File: src/rtl/multi_edge_detector_if.sv
// Signal bundle for multi_edge_detector: raw inputs, per-channel controls and
// the pulse/status outputs. The block consumes it through the slave modport.
interface multi_edge_detector_if #(
  parameter int WIDTH = 4,
  parameter int CNT_W = 4
);
  logic [WIDTH-1:0]       a_i;
  logic [2*WIDTH-1:0]     mode_i;
  logic [WIDTH-1:0]       clr_i;
  logic [WIDTH-1:0]       rising_edge_o;
  logic [WIDTH-1:0]       falling_edge_o;
  logic [WIDTH-1:0]       event_o;
  logic [WIDTH-1:0]       sticky_o;
  logic [WIDTH*CNT_W-1:0] cnt_o;
  logic                   irq_o;

  modport master (
    output a_i, mode_i, clr_i,
    input  rising_edge_o, falling_edge_o, event_o, sticky_o, cnt_o, irq_o
  );

  modport slave (
    input  a_i, mode_i, clr_i,
    output rising_edge_o, falling_edge_o, event_o, sticky_o, cnt_o, irq_o
  );
endinterface

File: src/rtl/multi_edge_detector.sv
// Multi-channel synchronised, debounced edge detector with per-channel
// mode-qualified events, sticky flags, saturating counters and a shared irq.

module multi_edge_detector_lane #(
  parameter int SYNC_STAGES = 2,
  parameter int DEBOUNCE    = 2,
  parameter int CNT_W       = 4,
  parameter bit RESET_VAL   = 1'b0
) (
  input  logic             clk,
  input  logic             reset,
  input  logic             a,
  input  logic [1:0]       mode,
  input  logic             clr,
  output logic             rise,
  output logic             fall,
  output logic             evt,
  output logic             sticky,
  output logic [CNT_W-1:0] cnt
);
  localparam int               DC_W    = (DEBOUNCE > 0) ? $clog2(DEBOUNCE + 1) : 1;
  localparam logic [DC_W-1:0]  DC_MAX  = DC_W'(DEBOUNCE);
  localparam logic [CNT_W-1:0] CNT_MAX = '1;

  logic [SYNC_STAGES-1:0] sync_q;
  logic                   f_q;
  logic [DC_W-1:0]        dc_q;
  logic                   s;
  logic                   commit;

  assign s      = sync_q[SYNC_STAGES-1];
  assign commit = (s != f_q) && (dc_q == DC_MAX);

  always_ff @(posedge clk or negedge reset) begin
    if (!reset) begin
      sync_q <= {SYNC_STAGES{RESET_VAL}};
    end else begin
      sync_q[0] <= a;
      for (int j = 1; j < SYNC_STAGES; j++) sync_q[j] <= sync_q[j-1];
    end
  end

  // Any return to the accepted level restarts the persistence count.
  always_ff @(posedge clk or negedge reset) begin
    if (!reset) begin
      f_q  <= RESET_VAL;
      dc_q <= '0;
    end else if (s == f_q) begin
      dc_q <= '0;
    end else if (dc_q == DC_MAX) begin
      f_q  <= s;
      dc_q <= '0;
    end else begin
      dc_q <= dc_q + 1'b1;
    end
  end

  always_ff @(posedge clk or negedge reset) begin
    if (!reset) begin
      rise <= 1'b0;
      fall <= 1'b0;
      evt  <= 1'b0;
    end else begin
      rise <= commit & s;
      fall <= commit & ~s;
      evt  <= commit & ((s & mode[0]) | (~s & mode[1]));
    end
  end

  // Sticky/counter follow the registered event pulse; a set beats a clear.
  always_ff @(posedge clk or negedge reset) begin
    if (!reset) begin
      sticky <= 1'b0;
      cnt    <= '0;
    end else begin
      if (evt)      sticky <= 1'b1;
      else if (clr) sticky <= 1'b0;

      if (clr)                         cnt <= CNT_W'(evt);
      else if (evt && cnt != CNT_MAX)  cnt <= cnt + 1'b1;
    end
  end
endmodule

module multi_edge_detector #(
  parameter int WIDTH       = 4,
  parameter int SYNC_STAGES = 2,
  parameter int DEBOUNCE    = 2,
  parameter int CNT_W       = 4,
  parameter bit RESET_VAL   = 1'b0
) (
  input  logic                 clk,
  input  logic                 reset,
  multi_edge_detector_if.slave bus
);
  logic [WIDTH-1:0][1:0]       mode;
  logic [WIDTH-1:0]            rise;
  logic [WIDTH-1:0]            fall;
  logic [WIDTH-1:0]            evt;
  logic [WIDTH-1:0]            sticky;
  logic [WIDTH-1:0][CNT_W-1:0] cnt;
  logic                        irq_q;

  assign mode = bus.mode_i;

  for (genvar i = 0; i < WIDTH; i++) begin : g_lane
    multi_edge_detector_lane #(
      .SYNC_STAGES (SYNC_STAGES),
      .DEBOUNCE    (DEBOUNCE),
      .CNT_W       (CNT_W),
      .RESET_VAL   (RESET_VAL)
    ) u_lane (
      .clk    (clk),
      .reset  (reset),
      .a      (bus.a_i[i]),
      .mode   (mode[i]),
      .clr    (bus.clr_i[i]),
      .rise   (rise[i]),
      .fall   (fall[i]),
      .evt    (evt[i]),
      .sticky (sticky[i]),
      .cnt    (cnt[i])
    );
  end

  always_ff @(posedge clk or negedge reset) begin
    if (!reset) irq_q <= 1'b0;
    else        irq_q <= |sticky;
  end

  assign bus.rising_edge_o  = rise;
  assign bus.falling_edge_o = fall;
  assign bus.event_o        = evt;
  assign bus.sticky_o       = sticky;
  assign bus.cnt_o          = cnt;
  assign bus.irq_o          = irq_q;
endmodule

File: src/flat_wrapper.sv
// flat-port wrapper written by rule: the top's interface ports become plain ports
module multi_edge_detector_flat 
#(
  parameter int WIDTH       = 4,
  parameter int SYNC_STAGES = 2,
  parameter int DEBOUNCE    = 2,
  parameter int CNT_W       = 4,
  parameter bit RESET_VAL   = 1'b0
)
  (clk, reset, bus_a_i, bus_mode_i, bus_clr_i, bus_rising_edge_o, bus_falling_edge_o, bus_event_o, bus_sticky_o, bus_cnt_o, bus_irq_o);
  multi_edge_detector_if #(.WIDTH(WIDTH), .CNT_W(CNT_W)) bus_i ();
  input  logic clk;
  input  logic reset;
  input wire logic [$bits(bus_i.a_i)-1:0] bus_a_i;
  input wire logic [$bits(bus_i.mode_i)-1:0] bus_mode_i;
  input wire logic [$bits(bus_i.clr_i)-1:0] bus_clr_i;
  output wire logic [$bits(bus_i.rising_edge_o)-1:0] bus_rising_edge_o;
  output wire logic [$bits(bus_i.falling_edge_o)-1:0] bus_falling_edge_o;
  output wire logic [$bits(bus_i.event_o)-1:0] bus_event_o;
  output wire logic [$bits(bus_i.sticky_o)-1:0] bus_sticky_o;
  output wire logic [$bits(bus_i.cnt_o)-1:0] bus_cnt_o;
  output wire logic [$bits(bus_i.irq_o)-1:0] bus_irq_o;
  assign bus_i.a_i = bus_a_i;
  assign bus_i.mode_i = bus_mode_i;
  assign bus_i.clr_i = bus_clr_i;
  assign bus_rising_edge_o = bus_i.rising_edge_o;
  assign bus_falling_edge_o = bus_i.falling_edge_o;
  assign bus_event_o = bus_i.event_o;
  assign bus_sticky_o = bus_i.sticky_o;
  assign bus_cnt_o = bus_i.cnt_o;
  assign bus_irq_o = bus_i.irq_o;
  multi_edge_detector #(.WIDTH(WIDTH), .SYNC_STAGES(SYNC_STAGES), .DEBOUNCE(DEBOUNCE), .CNT_W(CNT_W), .RESET_VAL(RESET_VAL)) u_core (.clk(clk), .reset(reset), .bus(bus_i));
endmodule
File: config.mk
export PLATFORM = sky130hd
export DESIGN_NAME = multi_edge_detector_flat
export DESIGN_NICKNAME = d
export VERILOG_FILES = /design/src/rtl/multi_edge_detector_if.sv /design/src/rtl/multi_edge_detector.sv /design/src/flat_wrapper.sv
export SDC_FILE = /design/constraint.sdc
export NUM_CORES = 1
export LEC_CHECK = 0
export ABC_AREA = 0
export CORE_MARGIN = 8
export CORE_UTILIZATION = 35
export CTS_CLUSTER_DIAMETER = 30
export DETAILED_ROUTE_END_ITERATION = 10
export MAX_ROUTING_LAYER = met4
export SLEW_MARGIN = 20
export SYNTH_ARGS = -nofsm -noshare
export SYNTH_HDL_FRONTEND = slang
export SYNTH_SLANG_ARGS = --single-unit
export TNS_END_PERCENT = 1
File: constraint.sdc
create_clock -name clk -period 1.5 [get_ports clk]
set_input_delay 0.15 -clock clk [delete_from_list [all_inputs] [get_ports clk]]
set_output_delay 0.15 -clock clk [all_outputs]
set_load 0.03 [all_outputs]
======== Word level (Yosys, flattened, before mapping) ========
Index checks and enable logic that the tools add are counted.
word-level totals
  register bits after elaboration ......... 53
  bits of input ports ..................... 18
  output and inout port bits .............. 33
  word-level logic and storage cells ...... 134
operators by class
  $add $sub $neg .......................... 8
  equality and inequality tests ........... 16
  mux-type cells .......................... 24
  bitwise operators ....................... 32
  reduce and logical (&&, ||, !) cells .... 21
operators by type and width
  operator                                      count
  two-way mux 4 bit                             8
  bitwise AND 1 bit                             20
  adder 4 x 1 -> 4 bit, second input constant   4
  two-way mux 2 bit                             8
  inequality test 4 bit, second input constant  4
  nonzero test 2 bit                            8
  adder 2 x 1 -> 2 bit, second input constant   4
  equality test 2 bit, second input constant    4
  logical AND 1 bit                             8
  two-way mux 1 bit                             8
  NOT 1 bit                                     8
  AND reduction 2 bit                           4
  equality test 1 bit                           4
  inequality test 1 bit                         4
  bitwise OR 1 bit                              4
  OR reduction 4 bit                            1

======== Depth between registers and ports, before layout ========
Gate-level depths: netlist of run 1.
  word-level depth ........................ 4
  depth in mapped cells ................... 4
  depth with buffers taken out ............ 4

======== Modules after synthesis ========
Synthesis of run 1 repeated with hierarchy kept, for this count alone.
second synthesis, totals
  cell total of the unflattened synthesis .. 182
  area total of the unflattened synthesis .. 2,159.6 um^2
modules (own cells, without submodules)
  module                    times used  cells an instance  area an instance (um^2)  sequential area each (um^2)
  multi_edge_detector_lane  4           45                 531.8                    325.3
  multi_edge_detector       1           2                  32.5                     25.0

======== Worst setup path before layout of run 1 ========
OpenSTA, ideal clock, no wires.
  path type ............................... register -> register
  start point ............................. reg u_core.g_lane[0].u_lane.cnt[0]
  end point ............................... reg u_core.g_lane[0].u_lane.cnt[1]
  library setup time ...................... 0.120 ns
  arrival ................................. 1.309 ns
  required time ........................... 1.380 ns
  slack ................................... 0.071 ns
  stages on the path, launching flop included .. 5
  path buffers ............................ 0
  period minus slack after synthesis ...... 1.429 ns
  path through ............................ dfrtp_1 ha_1 nand3_1 and4_1 a31o_2
on the way
  cells in the longest elaborated chain, start to end .. 3
RTL lines
  element                                                        line                       RTL
  start: declaration                                             multi_edge_detector.sv:19  output logic [CNT_W-1:0] cnt
  start signal: assignment                                       multi_edge_detector.sv:79  if (clr) cnt <= CNT_W'(evt);
  start signal: assignment                                       multi_edge_detector.sv:80  else if (evt && cnt != CNT_MAX) cnt <= cnt + 1'b1;
  adder 4 x 1 -> 4 bit or inequality test 4 bit (tied branches)  multi_edge_detector.sv:80
  two-way mux 4 bit or logical AND 1 bit (tied branches)         multi_edge_detector.sv:80
  two-way mux 4 bit or nonzero test 2 bit (tied branches)        n/a
Parallel ways exist; a longest one is shown, timed or not. The select of a mux whose other input is x is not followed.
A chain may end at the register's enable or synchronous reset.

======== Final worst setup path of run 1 ========
  start point ............................. reg u_core.g_lane[2].u_lane.cnt[0]
  end point ............................... reg u_core.g_lane[2].u_lane.cnt[1]
on the way
  cells in the longest elaborated chain, start to end .. 3
RTL lines
  element                                                        line
  start: declaration                                             multi_edge_detector.sv:19
  start signal: assignment                                       multi_edge_detector.sv:79
  start signal: assignment                                       multi_edge_detector.sv:80
  adder 4 x 1 -> 4 bit or inequality test 4 bit (tied branches)  multi_edge_detector.sv:80
  two-way mux 4 bit or logical AND 1 bit (tied branches)         multi_edge_detector.sv:80
  two-way mux 4 bit or nonzero test 2 bit (tied branches)        n/a
Parallel ways exist; a longest one is shown, timed or not. The select of a mux whose other input is x is not followed.

==> impl_metrics.toml, run 1 <==
[status]
outcome = "complete, no violations"

[timing]
hold_slack_ns = 0.277
setup_viol = 0
setup_ws_ns = 0.182
rsz0062_at_grt = "no"
worst_slew_pin_slew_ns = 0.335
fmax_mhz = 759
hold_viol = 0
fin_skew_ns = 0.0108
slew_viol_final = 0
finalSetupTns_ns = 0
period_share_pct = 87.8
fin_crit_ns = 1.32
slew_headroom_pct = 77.6

[setup_path]
r2r_start = "u_core.g_lane[2].u_lane.cnt[0]$_DFFE_PN0P_"
slowest_stage = "dfrtp_1"
required_ns = 1.71
timing.critical_path.fanout_max = 5
startpoint_type = "flop"
startpoint = "u_core.g_lane[2].u_lane.cnt[0]$_DFFE_PN0P_"
max_stage_delay_ns = 0.42
worstPathCellList = "ha_1, nand3_1, and4_1, a31o_2"
crit_path_end_kind = "flop"
critPathKind = "reg2reg"
critical_path_arrival_ns = 1.52

[cts]
cts_root_buf = "clkbuf_8"
clkTransAtPathRegs_ns = 0.09
clkSinkCount = 53
worstSkewPairLatency_ns = 0.30
cts_setup_buffers = 0
cts.htree.levels = 2
max-clock-path-buffers = 2
cts_tree = "yes"
cts_buffers = 5

[min_path]
hp-class = "in2reg"
worstHoldStart = "bus_a_i[1]"

[power]
p_per_area_nw_per_um2 = 1180
p_leak_nw = 1.60
total_power_w = 0.00337
peakVddDrop_uv = 530

[floorplanning]
ioPinCount = 51
core.rowCount = 29
die_x_um = 96.4
die_y_um = 96.4
core_area_um2 = 6310
initial_core_util_pct = 35.8
die_area_um2 = 9280

[global_routing]
gr-total-overflow = 0
antenna_found_initial = 0
grt_max_degree = 54
grt_pass1_wl_um = 6830
grt_usage_pct = 9.66
grt_pass1_vias = 1507

[synth]
ys_seq_elements = 53
netlist_area_um2 = 2260
async_flop_share_pct = 100
synth_top_cells_by_count = "dfrtp_1 (53), inv_1 (20), buf_4 (16), nand2_1 (16)"
synth_seq_area_share_pct = 58.7
synth_area_leader_cell = "dfrtp_1"
synth_enable_flop_cells = 0
syn_area_per_cell_um2 = 11.4
synth_most_common_cell = "dfrtp_1"
netlist_instances = 198
yosysTopAreaCellShare_pct = 58.7
synthTopCellsByArea = "dfrtp_1 (59%), buf_4 (5.3%), inv_1 (3.3%)"
ys_warn_count = 0
synthesis.nets = 220
synth_cell_types = 29
ys.flop_type = "dfrtp_1"

[routing]
dr.pass1.iters = 4
wl_per_cell_um = 12.9
drc_errors = 0
totalWireLength_um = 4160
first_iter_violations = 55
route.vias.total = 1522
vias_per_cell = 4.71
ant_nets = 0

[job]
maxCapViolCount = 0

[cells_and_area]
num_antenna_cells = 0
nFillCells = 604
nets = 267
final_cell_area_um2 = 2870
areaGrowthSynthToFinish_pct = 26.9
drive_gt1_share_pct = 11.4

[place]
place_hpwl_um = 3080
port_buffers = 50
dpl-instance-area_um2 = 2780
globalplace.congestion = 0.817
post-place-ws_ns = 0.179
[area by class of cell]
cell class	count	area, um2	area share, %
sequential	53	1330	46.2
multi-input combinational	109	738	25.7
timing repair buffer	56	548	19.1
tap	77	96.3	3.36
clock buffer	7	76.3	2.66
inverter	20	75.1	2.62
clock inverter	1	7.51	0.262
[report_power, final]
part	switching [W]	internal (W)	total (W)	leakage [nW]
combinational	0.000454	0.000351	0.000806	0.858
sequential	0.000142	0.00165	0.00179	0.704
clock	0.000443	0.000331	0.000774	0.0385
total	0.00104	0.00233	0.00337	1.60
[path summary, 6_finish.rpt]
check / endpoint / slack [ns] / depth (start not counted)
max in group asynchronous: u_core.g_lane[3].u_lane.cnt[3]$_DFFE_PN0P_ / 0.90 / 3
min reg2reg: u_core.g_lane[1].u_lane.sync_q[1]$_DFF_PN0_ / 0.35 / 0
max reg2reg: u_core.g_lane[2].u_lane.cnt[1]$_DFFE_PN0P_ / 0.18 / 4
max: u_core.g_lane[2].u_lane.cnt[1]$_DFFE_PN0P_ / 0.18 / 4
min in group asynchronous: u_core.g_lane[1].u_lane.evt$_DFF_PN0_ / 0.36 / 3
min: u_core.g_lane[1].u_lane.sync_q[0]$_DFF_PN0_ / 0.28 / 1
[stage by stage]
step / std cells / utilization [%]
2_1_floorplan: 198 / -
3_3_place_gp: 314 / 44.1
3_5_place_dp: 314 / 44.1
4_1_cts: 323 / 45.1
5_1_grt: 323 / 45.4
6_report: 323 / 45.4
[routing by layer]
| metal | wire length, um | vias up | global-route usage [%] |
|---|---|---|---|
| li1 | - | 766 | - |
| met1 | 1940 | 717 | 11.3 |
| met2 | 1880 | 34 | 15.4 |
| met3 | 277 | 5 | 3.04 |
| met4 | 56 | 0 | 3.40 |
| met5 | 0 | - | - |
[worst max-delay path: cells and delay by family (launching register included)]
kind / cells / cell delay (ns)
AND/OR/NAND/NOR: 2 / 0.39
AO/OA/AOI/OAI: 1 / 0.21
adder cells (fa/ha/maj): 1 / 0.20
flip-flops: 1 / 0.42
[cells in the final DEF (no fill, tap or decap), drive strengths merged, types with 6 or more instances in the layout]
cell type,n
dfrtp,53
dlygate4sd2,24
inv,20
nand2,16
clkdlybuf4s50,16
dlymetal6s2s,9
nand2b,8
a211oi,8
nor2,8
clkbuf,7
buf,6
[what timing repair did]
item                                    4_1_cts  5_1_grt
hold buffers                                  1        0
endpoints found under the setup margin       24        9
hold endpoints to repair                     53        0
resized for setup                            24        9
[logic make-up after synthesis]
family / count (synthesis) / synth area share (%)
compound gates: 36 / 12.1
fa+ha+maj: 4 / 2.21
buf+inv: 36 / 8.64
flops: 53 / 58.7
mux: 4 / 1.99
simple gates: 65 / 16.4
[registers in the layout, summed over array words and instances, names as in the netlist, 4 cells and up]
name / count
u_core.g_lane.u_lane.rise: 4
u_core.g_lane.u_lane.cnt: 16
u_core.g_lane.u_lane.sync_q: 8
u_core.g_lane.u_lane.dc_q: 8
u_core.g_lane.u_lane.f_q: 4
u_core.g_lane.u_lane.evt: 4
u_core.g_lane.u_lane.sticky: 4
u_core.g_lane.u_lane.fall: 4
Note: power is estimated with default switching activity, not from simulation.
==> run 2: changes to the inputs <==
CORE_ASPECT_RATIO = 0.7   (was not set)
CORE_UTILIZATION = 40   (was 35)
PLACE_DENSITY = 0.66   (was not set)
==> impl_metrics.toml, run 2 (same netlist as run 1, synthesis figures left out) <==
[cts]
cts_tree = "yes"
cts.htree.levels = 2
max-clock-path-buffers = 2
worstSkewPairLatency_ns = 0.29
cts_root_buf = "clkbuf_8"
clkSinkCount = 53
cts_buffers = 5
clkTransAtPathRegs_ns = 0.08

[timing]
fin_skew_ns = 0.00944
fmax_mhz = 696
slew_viol_final = 0
fin_crit_ns = 1.44
hold_viol = 0
finalSetupTns_ns = 0
worst_slew_pin_slew_ns = 0.336
period_share_pct = 95.7
setup_viol = 0
rsz0062_at_grt = "no"
slew_headroom_pct = 77.5

[cells_and_area]
areaGrowthSynthToFinish_pct = 26.6
largest_register_ffs = 16
nets = 267
num_antenna_cells = 0
largestRegisters = "u_core.g_lane.u_lane.cnt (16), u_core.g_lane.u_lane.dc_q (8), u_core.g_lane.u_lane.sync_q (8)"
drive_gt1_share_pct = 11.4
top_register = "u_core.g_lane.u_lane.cnt"
final_common_cell = "dfrtp_1"
final_cell_area_um2 = 2860
layout_common_cells = "dfrtp_1 (53), clkdlybuf4s50_1 (22), dlygate4sd2_1 (22)"

[power]
p_per_area_nw_per_um2 = 1180
p_leak_nw = 1.53
peakVddDrop_uv = 553
total_power_w = 0.00339

[floorplanning]
die_x_um = 106
ioPinCount = 51
initial_core_util_pct = 40.5
core.rowCount = 23
die_area_um2 = 8350
die_y_um = 78.9
core_area_um2 = 5580

[routing]
route.vias.total = 1550
totalWireLength_um = 4040
vias_per_cell = 4.84
dr.pass1.iters = 4
wl_per_cell_um = 12.6
ant_nets = 0
drc_errors = 0
first_iter_violations = 50

[setup_path]
max_stage_delay_ns = 0.66
worstPathCellList = "clkdlybuf4s50_1"
critPathKind = "reg2out"
crit_family = "buffers and inverters"
critical_path_arrival_ns = 1.29
startpoint_type = "flop"
path_buf_inv = 1
crit_path_end_kind = "output port"
required_ns = 1.35
timing.critical_path.fanout_max = 1
slowest_stage = "clkdlybuf4s50_1"

[global_routing]
grt_pass1_wl_um = 7390
grt_pass1_vias = 1544
gr-total-overflow = 0
grt_max_degree = 54
antenna_found_initial = 0
grt_usage_pct = 10.9

[place]
port_buffers = 50
place_hpwl_um = 3020
dpl-instance-area_um2 = 2780
globalplace.congestion = 0.810

[job]
maxCapViolCount = 0

[min_path]
hp-class = "in2reg"

[status]
outcome = "complete, no violations"
run 2: changes by cell type in the layout (fill, tap and decap cells not counted), sizes merged:
cell,previous run,this run
clkinvlp,1,0
dlygate4sd2,24,22
clkdlybuf4s50,16,22
dlymetal6s2s,9,5
run 2: repair_timing:
item                                    CTS  global route
hold buffers                              1             0
endpoints found under the hold margin    53             0
endpoints found under the setup margin   22             5
pin swaps                                 0             0
resized for setup                        22             5
buffers inserted                          0             0
run 2: path summary, 6_finish.rpt:
check                                                             from                                     endpoint  slack (ns)  depth (start not counted)
min in group asynchronous                                        reset   u_core.g_lane[2].u_lane.cnt[2]$_DFFE_PN0P_        0.37                          3
max                             u_core.g_lane[0].u_lane.fall$_DFF_PN0_                        bus_falling_edge_o[0]        0.06                          1
max reg2reg                 u_core.g_lane[2].u_lane.cnt[0]$_DFFE_PN0P_   u_core.g_lane[2].u_lane.cnt[1]$_DFFE_PN0P_        0.17                          4
min                                                         bus_a_i[0]  u_core.g_lane[0].u_lane.sync_q[0]$_DFF_PN0_        0.29                          1
min reg2reg                u_core.g_lane[3].u_lane.sync_q[0]$_DFF_PN0_  u_core.g_lane[3].u_lane.sync_q[1]$_DFF_PN0_        0.35                          0
max in group asynchronous                                        reset  u_core.g_lane[3].u_lane.sync_q[1]$_DFF_PN0_        0.88                          3
run 2: final cells by class:
type | instances | area (um2)
multi-input combinational | 109 | 738
tap | 75 | 93.8
clock buffer | 7 | 86.3
fill | 526 | 2720
sequential | 53 | 1330
timing repair buffer | 56 | 541
inverter | 20 | 75.1
run 2: stage by stage:
stage               worst slack [ns]  utilization, %  instances  hold slack, ns
finish                        0.0642            51.2        320           0.288
CTS                          0.00392            51.0        320           0.274
floorplan                     0.0712               -        198          -0.146
global route                 0.00724            51.2        320           0.275
detailed placement             0.177            49.8        312           0.167
global placement               0.197            49.8        312           0.168
run 2: power by group:
part / switching, W / total [W] / internal [W] / leakage, nW
registers: 0.000143 / 0.00179 / 0.00165 / 0.704
logic: 0.000455 / 0.000812 / 0.000357 / 0.778
clock network: 0.000415 / 0.000782 / 0.000367 / 0.0443
total: 0.00101 / 0.00339 / 0.00237 / 1.53
run 2: routing by layer:
metal,global-route usage (%),wire length (um)
met2,16.0,1760
met3,3.96,279
met1,14.1,1980
met4,2.52,21
met5,-,0
==> run 3: changes to the inputs <==
CORE_MARGIN = not set   (was 8)
MAX_ROUTING_LAYER = not set   (was met4)
PLACE_DENSITY = 0.68   (was 0.66)
clock period = 1.3 ns   (was 1.5 ns; I/O delays follow)
==> impl_metrics.toml, run 3 (same netlist as run 1, synthesis figures left out) <==
[cts]
cts.htree.levels = 2
max-clock-path-buffers = 2
cts_tree = "yes"
cts_root_buf = "clkbuf_8"
clkSinkCount = 53
cts_buffers = 5
clkTransAtPathRegs_ns = 0.09
worstSkewPairLatency_ns = 0.30

[setup_path]
startpoint_type = "flop"
required_ns = 1.17
critical_path_arrival_ns = 1.15
worstReg2RegEnd = "u_core.g_lane[3].u_lane.cnt[1]$_DFFE_PN0P_"
startpoint = "u_core.g_lane[3].u_lane.cnt[2]$_DFFE_PN0P_"
slowest_stage = "dfrtp_1"
max_stage_delay_ns = 0.43
ff2ff_setup_slack_ns = 0.05
path_buf_inv = 1
worstPathCellList = "dlygate4sd2_1"
timing.critical_path.fanout_max = 5
r2r_start = "u_core.g_lane[3].u_lane.cnt[0]$_DFFE_PN0P_"
rr_worst_depth = 4
crit_family = "flip-flops"
crit_path_end_kind = "output port"
critPathKind = "reg2out"

[floorplanning]
core_area_um2 = 5340
die_area_um2 = 5960
die_y_um = 64.9
die_x_um = 91.8
core.rowCount = 22
ioPinCount = 51
initial_core_util_pct = 42.3

[timing]
rsz0062_at_grt = "yes"
slew_viol_final = 0
setup_viol = 0
hold_viol = 0
slew_headroom_pct = 77.9
fin_crit_ns = 1.28
period_share_pct = 98.1
setup_ws_ns = 0.0248
fmax_mhz = 784
worst_slew_pin_slew_ns = 0.332
fin_skew_ns = 0.00783
hold_slack_ns = 0.259

[global_routing]
antenna_found_initial = 0
gr-total-overflow = 0
grt_usage_pct = 14.3
grt_max_degree = 30
grt_pass1_vias = 1471
grt_pass1_wl_um = 6620

[cells_and_area]
areaGrowthSynthToFinish_pct = 29.9
final_cells = 321
nets = 270
num_antenna_cells = 0
largestRegisters = "u_core.g_lane.u_lane.cnt (16), u_core.g_lane.u_lane.dc_q (8), u_core.g_lane.u_lane.sync_q (8)"
post-route-util_pct = 55.0
largest_register_ffs = 16
nFillCells = 478
drive_gt1_share_pct = 21.3
layout_common_cells = "dfrtp_1 (45), dlygate4sd2_1 (22), inv_1 (20)"
final_common_cell = "dfrtp_1"
top_register = "u_core.g_lane.u_lane.cnt"

[routing]
wl_per_cell_um = 12.3
vias_per_cell = 4.86
dr.pass1.iters = 4
first_iter_violations = 19
route.vias.total = 1560
ant_nets = 0
totalWireLength_um = 3950
drc_errors = 0

[status]
outcome = "complete, no violations"

[min_path]
whs_endpoint = "u_core.g_lane[1].u_lane.sync_q[0]$_DFF_PN0_"
hp-class = "in2reg"
min_path_cells = 1
worstHoldStart = "bus_a_i[1]"

[place]
post-place-ws_ns = 0.0185
globalplace.congestion = 0.734
dp.cells = 311
place_hpwl_um = 2900
port_buffers = 50

[power]
peakVddDrop_uv = 648
p_per_area_nw_per_um2 = 1390
p_leak_nw = 1.45

[job]
maxCapViolCount = 0
[run 3: cell types whose count changed in the layout (fill, tap and decap cells not counted), sizes merged]
cell | before | now
clkinv | 0 | 1
buf | 6 | 13
bufinv | 0 | 1
dlymetal6s2s | 5 | 0
clkdlybuf4s15 | 0 | 5
clkdlybuf4s50 | 22 | 16
clkbuf | 7 | 8
[run 3: how the worst max path moves through the flow]
stage	depth (start not counted)	slack, ns	end
global route	1	-0.02	bus_cnt_o[14]
detailed placement	4	0.02	u_core.g_lane[1].u_lane.cnt[1]$_DFFE_PN0P_
global placement	4	0.04	u_core.g_lane[3].u_lane.cnt[1]$_DFFE_PN0P_
finish	1	0.02	bus_cnt_o[14]
floorplan	4	-0.008	u_core.g_lane[3].u_lane.cnt[1]$_DFFE_PN0P_
CTS	1	0.004	bus_cnt_o[8]
[run 3: power breakdown]
group / internal (W) / switching [W] / total (W)
registers: 0.00191 / 0.000197 / 0.00211
logic: 0.000407 / 0.000506 / 0.000913
clock network: 0.000572 / 0.000496 / 0.00107
total: 0.00289 / 0.00120 / 0.00409
[run 3: stage by stage]
stage	TNS (ns)	power (W)	instance area, um2
4_1_cts	0	0.00414	2910
3_5_place_dp	0	0.00312	2830
5_1_grt	-0.0340	0.00434	2940
3_3_place_gp	0	0.00308	2830
6_report	0	0.00409	2940
2_1_floorplan	-0.00864	0.00278	2310
[run 3: per-layer routing]
metal  vias up  track usage [%]  part of all wire [%]  wire length [um]
met5         -                0                     0                 0
met4         0             4.10                  0.91                36
met3         5             3.99                   5.6               222
met2        37             22.1                    44              1720
met1       745             19.9                    50              1970
li1        773                -                     -                 -
[run 3: cell type report]
cell class / instances / area [um2] / share of cell area, %
Clock buffer: 6 / 72.6 / 2.47
Clock inverter: 2 / 35.0 / 1.19
Inverter: 20 / 75.1 / 2.56
Multi-Input combinational cell: 109 / 796 / 27.1
Sequential cell: 53 / 1340 / 45.5
Tap cell: 72 / 90.1 / 3.07
Timing Repair Buffer: 59 / 531 / 18.1
[run 3: what timing repair did]
item | in CTS | in global routing
buffers inserted | 0 | 1
setup endpoints to repair | 29 | 12
hold buffers | 1 | 0
hold endpoints to repair | 11 | 0
resized for setup | 29 | 13
pin swaps | 0 | 1
